$ cat src/rtl/nes_clk_enable_gen.sv
// nes_clk_enable_gen
// Clock-enable and reset sequencer for the NES core. Runs on the PLL master
// clock (clkoutd3) and produces:
//   - nes_rstn : core reset, released RST_HOLD_CYCLES after PLL lock is seen
//   - cpu_ce   : one-cycle pulse on the last master cycle of each CPU cycle
//   - ppu_ce   : one-cycle pulse on the last master cycle of each PPU dot
//   - phase    : master-cycle index inside the current CPU cycle
//   - pause_ack: core frozen on a CPU-cycle boundary at the OSD/loader's request
//
// Build option: define NES_PAL_TIMING_EN for PAL timing (16 master cycles per
// CPU cycle, 5 per PPU dot). PAL PPU timing does not divide the CPU cycle, so
// it runs from its own counter; NTSC derives ppu_ce from phase.
//
// Handshake: pause_req is a level. The core stops only at the edge where
// cpu_ce is high and pause_req is high; pause_ack is high for every frozen
// cycle. Dropping pause_req releases the core on the next clock, and phase
// restarts at 0 in that same cycle, so no partial CPU cycle is ever produced.
// Loss of PLL lock overrides everything, including an active pause.

module nes_clk_enable_gen #(
   parameter int RST_HOLD_CYCLES = 1024,
   parameter int CPU_DIV         = 12,
   parameter int PPU_DIV         = 4
) (
   input  logic       clk,
   input  logic       resetn,
   input  logic       pll_lock,
   input  logic       pause_req,
   output logic       pause_ack,
   output logic       nes_rstn,
   output logic       cpu_ce,
   output logic       ppu_ce,
   output logic [3:0] phase
);

`ifdef NES_PAL_TIMING_EN
   localparam int CPU_LEN = 16;
   localparam int PPU_LEN = 5;
`else
   localparam int CPU_LEN = CPU_DIV;
   localparam int PPU_LEN = PPU_DIV;
`endif

   localparam int               HOLD_W     = (RST_HOLD_CYCLES > 1) ? $clog2(RST_HOLD_CYCLES) : 1;
   localparam logic [HOLD_W-1:0] HOLD_LAST = HOLD_W'(RST_HOLD_CYCLES - 1);
   localparam logic [3:0]        PHASE_LAST = 4'(CPU_LEN - 1);

   // Elaboration-time sanity checks on the divider configuration
   generate
      if (CPU_LEN > 16 || CPU_LEN < 2) begin : g_bad_cpu_div
         $error("nes_clk_enable_gen: CPU divider must be in 2..16 for a 4-bit phase");
      end
      if (RST_HOLD_CYCLES < 1) begin : g_bad_hold
         $error("nes_clk_enable_gen: RST_HOLD_CYCLES must be at least 1");
      end
`ifndef NES_PAL_TIMING_EN
      if (PPU_LEN < 1 || (CPU_LEN % PPU_LEN) != 0) begin : g_bad_ppu_div
         $error("nes_clk_enable_gen: PPU_DIV must divide CPU_DIV");
      end
`endif
   endgenerate

   typedef enum logic [1:0] {
      WAIT_LOCK = 2'd0,
      HOLD      = 2'd1,
      RUN       = 2'd2,
      PAUSED    = 2'd3
   } state_t;

   state_t            state;
   logic              lock_meta;
   logic              lock_s;
   logic [HOLD_W-1:0] hold_cnt;

   // Values phase and the enables take on the next RUN cycle
   logic [3:0] phase_nxt;
   logic       cpu_ce_nxt;
   logic       ppu_ce_nxt;

`ifdef NES_PAL_TIMING_EN
   localparam logic [2:0] PPU_LAST = 3'(PPU_LEN - 1);
   logic [2:0] ppu_cnt;
   logic [2:0] ppu_cnt_nxt;
`else
   logic [3:0] ppu_mod;
`endif

   // Next-cycle phase and enable decode; the enables are registered so they
   // line up with the registered phase they describe
   always_comb begin
      phase_nxt  = (phase == PHASE_LAST) ? 4'd0 : phase + 4'd1;
      cpu_ce_nxt = (phase_nxt == PHASE_LAST);
`ifdef NES_PAL_TIMING_EN
      ppu_cnt_nxt = (ppu_cnt == PPU_LAST) ? 3'd0 : ppu_cnt + 3'd1;
      ppu_ce_nxt  = (ppu_cnt_nxt == PPU_LAST);
`else
      ppu_mod    = phase_nxt % 4'(PPU_LEN);
      ppu_ce_nxt = (ppu_mod == 4'(PPU_LEN - 1));
`endif
   end

   // Two-flop synchroniser for the asynchronous PLL lock
   always_ff @(posedge clk or negedge resetn) begin
      if (!resetn) begin
         lock_meta <= 1'b0;
         lock_s    <= 1'b0;
      end else begin
         lock_meta <= pll_lock;
         lock_s    <= lock_meta;
      end
   end

   // Sequencer FSM with registered reset, enable, phase and pause outputs
   always_ff @(posedge clk or negedge resetn) begin
      if (!resetn) begin
         state     <= WAIT_LOCK;
         hold_cnt  <= '0;
         phase     <= 4'd0;
         cpu_ce    <= 1'b0;
         ppu_ce    <= 1'b0;
         pause_ack <= 1'b0;
         nes_rstn  <= 1'b0;
`ifdef NES_PAL_TIMING_EN
         ppu_cnt   <= 3'd0;
`endif
      end else if (!lock_s) begin
         // Lock lost (or never gained): hold the core in reset from any state
         state     <= WAIT_LOCK;
         hold_cnt  <= '0;
         phase     <= 4'd0;
         cpu_ce    <= 1'b0;
         ppu_ce    <= 1'b0;
         pause_ack <= 1'b0;
         nes_rstn  <= 1'b0;
`ifdef NES_PAL_TIMING_EN
         ppu_cnt   <= 3'd0;
`endif
      end else begin
         case (state)
            WAIT_LOCK: begin
               state    <= HOLD;
               hold_cnt <= '0;
               nes_rstn <= 1'b0;
            end

            HOLD: begin
               if (hold_cnt == HOLD_LAST) begin
                  state    <= RUN;
                  hold_cnt <= '0;
                  nes_rstn <= 1'b1;
               end else begin
                  hold_cnt <= hold_cnt + 1'b1;
               end
            end

            RUN: begin
               if (cpu_ce && pause_req) begin
                  // CPU cycle just completed: freeze at the boundary
                  state     <= PAUSED;
                  phase     <= 4'd0;
                  cpu_ce    <= 1'b0;
                  ppu_ce    <= 1'b0;
                  pause_ack <= 1'b1;
`ifdef NES_PAL_TIMING_EN
                  ppu_cnt   <= 3'd0;
`endif
               end else begin
                  phase  <= phase_nxt;
                  cpu_ce <= cpu_ce_nxt;
                  ppu_ce <= ppu_ce_nxt;
`ifdef NES_PAL_TIMING_EN
                  ppu_cnt <= ppu_cnt_nxt;
`endif
               end
            end

            PAUSED: begin
               // Phase stays at 0; release restarts a full CPU cycle
               phase  <= 4'd0;
               cpu_ce <= 1'b0;
               ppu_ce <= 1'b0;
               if (!pause_req) begin
                  state     <= RUN;
                  pause_ack <= 1'b0;
               end
            end

            default: begin
               state    <= WAIT_LOCK;
               nes_rstn <= 1'b0;
            end
         endcase
      end
   end

endmodule

$ cat config.mk
export PLATFORM = sky130hd
export DESIGN_NAME = nes_clk_enable_gen
export DESIGN_NICKNAME = d
export VERILOG_FILES = /design/src/rtl/nes_clk_enable_gen.sv
export SDC_FILE = /design/constraint.sdc
export NUM_CORES = 1
export LEC_CHECK = 0
export ABC_CLOCK_PERIOD_IN_PS = 1850
export BUFFER_PORTS_ARGS = -buffer_cell sky130_fd_sc_hd__buf_4
export CORE_MARGIN = 1.5
export CORE_UTILIZATION = 55
export DETAILED_ROUTE_END_ITERATION = 6
export PLACE_DENSITY_LB_ADDON = 0.25
export SETUP_SLACK_MARGIN = 0.15
export SLEW_MARGIN = 5
export SYNTH_ARGS = -nofsm -noshare
export SYNTH_HDL_FRONTEND = slang
export SYNTH_SLANG_ARGS = --single-unit
$ cat constraint.sdc
create_clock -name clk -period 1.85 [get_ports clk]
set_clock_uncertainty 0.2 [all_clocks]
set_input_delay 0.2775 -clock clk [delete_from_list [all_inputs] [get_ports clk]]
set_output_delay 0.2775 -clock clk [all_outputs]
set_load 0.005 [all_outputs]
==> flow_summary.yaml <==
global_routing:
  grt_pass1_wl_mm: 3.22
  grt-ovfl-total: 0
  antenna_found_initial: 0
  grt.total_usage_pct: 20.2
  grt_max_degree: 23
  grt_pass1_vias: 733
critical_path:
  cp_cell_sequence: "ha_2, and3_1, nand4_1, nand3_1, a31o_2"
  crit_path_end_kind: "flop"
  critPathSlowestCell: "dfrtp_1"
  worstPathRequired_ps: 1860
  worstSetupStartpointType: "flop"
  critical_path.max_fanout: 4
  crit_type: "reg2reg"
  reg2reg_setup_slack_ps: 220
  slowest_delay_ps: 430
  crit_arrival_ps: 1630
floorplan:
  dieArea_mm2: 0.00232
  die_w_um: 48.1
  start_util_pct: 57.7
  core_area_mm2: 0.00194
  num_rows: 16
  io_pins: 12
  fp.dieH_um: 48.1
layout:
  drive_gt1_share_pct: 26.2
  nets: 138
  final_common_cell: "dfrtp_1"
  fillCellCount: 159
  diodes: 0
  regArea_um2: 554
  syn_to_final_growth_pct: 18.7
  multi_input_area_um2: 546
  final_cell_mix: "19 x dfrtp_1, 16 x buf_4, 11 x o21ai_0"
  fin_area_mm2: 0.00133
clocking:
  clkLatencyLatePin_ps: 300
  cts.clk_slew.worst_paths_ps: 120
  cts_tree: "done"
  cts.sinks: 22
  cts-root-buf: "clkbuf_4"
  cts-buffers-inserted: 3
  cts-htree-levels: 1
  cts_max_path_buffers: 2
synthesis:
  synth_top_family_by_area: "compound AO/OA/AOI/OAI gates"
  muxShareOfSynthArea_pct: 0
  syn_inst: 113
  ys_seq_elements: 22
  syn_avg_cell_area_um2: 9.91
  syn-cell-area_mm2: 0.00112
  synth_seq_area_share_pct: 49.2
  synthAdderAreaFrac_pct: 3.35
  synth_compound_area_share_pct: 19.8
  yosys.area_share.simple_pct: 19.8
  yosys_warnings: 0
  synth_cell_type_count: 36
  syn_nets: 120
  synthXorXnorAreaFrac_pct: 3.91
timing:
  clock.fmax_mhz: 615
  final_hold_viol_count: 0
  setup_violations: 0
  slew_viol_final: 0
  min_period_over_period_pct: 87.8
  max-slew-margin-rel_pct: 80.7
  period_needed_ps: 1630
  tightest_slew_ps: 289
  setup_ws_ps: 225
  setup_tns_ps: 0
  grt_setup_unrepaired: "yes"
run:
  maxCapViolations: 0
power_and_ir_drop:
  p_per_area_mw_per_mm2: 660
  p_leak_nw: 0.569
  power.share.clock_pct: 30.2
  swShare_pct: 25.1
  netSwitchingPower_mw: 0.221
  finalPower_mw: 0.877
  combPwrFrac_pct: 11.7
  pwr-share-seq_pct: 58.1
  p_int_mw: 0.657
  ir_drop_uv: 415
place:
  place_area_mm2: 0.00124
  pre_cts_ws_ps: 145
  place_congestion: 0.819
  detailed_place_hpwl_mm: 1.53
  port-buffer-count: 11
route:
  wl_mm: 2.13
  firstDrtPassIters: 4
  post-route-drc-count: 0
  vias: 869
  final_antenna_net_count: 0
  routedWlPerCell_um: 13.5
  via_per_inst: 5.54
  first_iter_violations: 20
status:
  outcome: "complete, no violations"
hold_path:
  min_path_type: "in2reg"
per-stage QoR:
step	utilization (%)	cells	hold WS, ps
after global placement	63.9	150	-21.9
after floorplan	-	113	-218
after CTS	66.9	156	141
after detailed placement	63.9	150	-18.6
final	68.4	157	147
after global routing	68.4	157	160
per-layer routing:
layer / track usage, % / routed length (µm) / up-vias
met4: 7.03 / 23 / 0
met5: 0 / 0 / -
met3: 3.33 / 52 / 2
li1: - / - / 445
met1: 27.0 / 996 / 409
met2: 33.3 / 1060 / 13
registers in the layout, indices dropped and copies added, names as in the netlist:
name / cells
cpu_ce: 1
hold_cnt: 10
lock_meta: 1
lock_s: 1
nes_rstn: 1
pause_ack: 1
phase: 4
ppu_ce: 1
state: 2
worst max-delay path, delay by kind of cell, from the launching register on:
family | cells | cell delay (ps)
AND/OR/NAND/NOR | 3 | 440
flip-flops | 1 | 430
AO/OA/AOI/OAI | 1 | 260
adder cells (fa/ha/maj) | 1 | 210
cell type report:
type,count,share of cell area (%)
sequential,22,41.7
timing repair buffer,18,10.5
clock buffer,4,2.73
tap,27,2.54
multi-input combinational,81,41.1
inverter,5,1.41
power by group through the flow:
| stage | logic [mW] | registers, mW | clock network, mW |
|---|---|---|---|
| 6_report | 0.103 | 0.510 | 0.265 |
| 2_1_floorplan | 0.0614 | 0.511 | 0 |
| 3_5_place_dp | 0.0959 | 0.519 | 0 |
| 5_1_grt | 0.117 | 0.513 | 0.294 |
| 4_1_cts | 0.101 | 0.509 | 0.272 |
| 3_3_place_gp | 0.0943 | 0.518 | 0 |
synth_stat cells:
cell      number  share of area (%)
buf_2          3                1.3
or2_2          1               0.56
and2_1         4                2.2
xnor2_1        3                2.3
o22ai_1        1               0.56
ha_1           3                3.4
nand3b_1       1               0.67
dfrtp_1       22                 49
nor3b_2        1                1.1
a21oi_2        2                1.6
nand3_2        1               0.89
xor2_1         2                1.6
a21boi_0       3                2.0
nor3_1         2               0.89
nand4_1        2                1.1
and3_1         1               0.56
nand3_1        6                2.7
a22o_1         2                1.6
a31oi_1        3                1.7
o21ai_0       11                4.9
nor2_1         6                2.0
and4_1         1               0.78
a21oi_1        1               0.45
o211ai_1       1               0.67
clkbuf_1       1               0.33
a31o_2         1               0.78
or3_1          2                1.1
a32o_1         2                1.8
o31ai_1        2                1.3
a41oi_1        2                1.6
nor2b_1        2                1.1
nand2_1       10                3.4
nor3b_1        1               0.67
buf_4          1               0.67
inv_1          5                1.7
o311a_1        1               0.89
final timing paths:
kind | startpoint | end | cells past startpoint
min | pause_req | phase[0]$_DFFE_PN0P_ | 4
min reg2reg | lock_meta$_DFF_PN0_ | lock_s$_DFF_PN0_ | 0
max | hold_cnt[0]$_DFFE_PN0P_ | state[1]$_DFFE_PN0P_ | 5
max in group asynchronous | resetn | lock_s$_DFF_PN0_ | 2
min in group asynchronous | resetn | hold_cnt[6]$_DFFE_PN0P_ | 2
max reg2reg | hold_cnt[0]$_DFFE_PN0P_ | state[1]$_DFFE_PN0P_ | 5
cell families (layout without fill, tap and decap cells):
family          count (synthesis)  after routing
flops                          22             22
simple gates                   41             41
fa+ha+maj                       3              3
xor+xnor                        5              5
compound gates                 32             32
buf+inv                        10             27
timing repair:
item	in CTS	in global routing
setup endpoints to repair	3	8
gates resized for setup	1	8
hold buffers	2	0
setup buffers	0	1
pin swaps	0	0
hold endpoints to repair	23	0
Power figures use the tool's default switching activity.
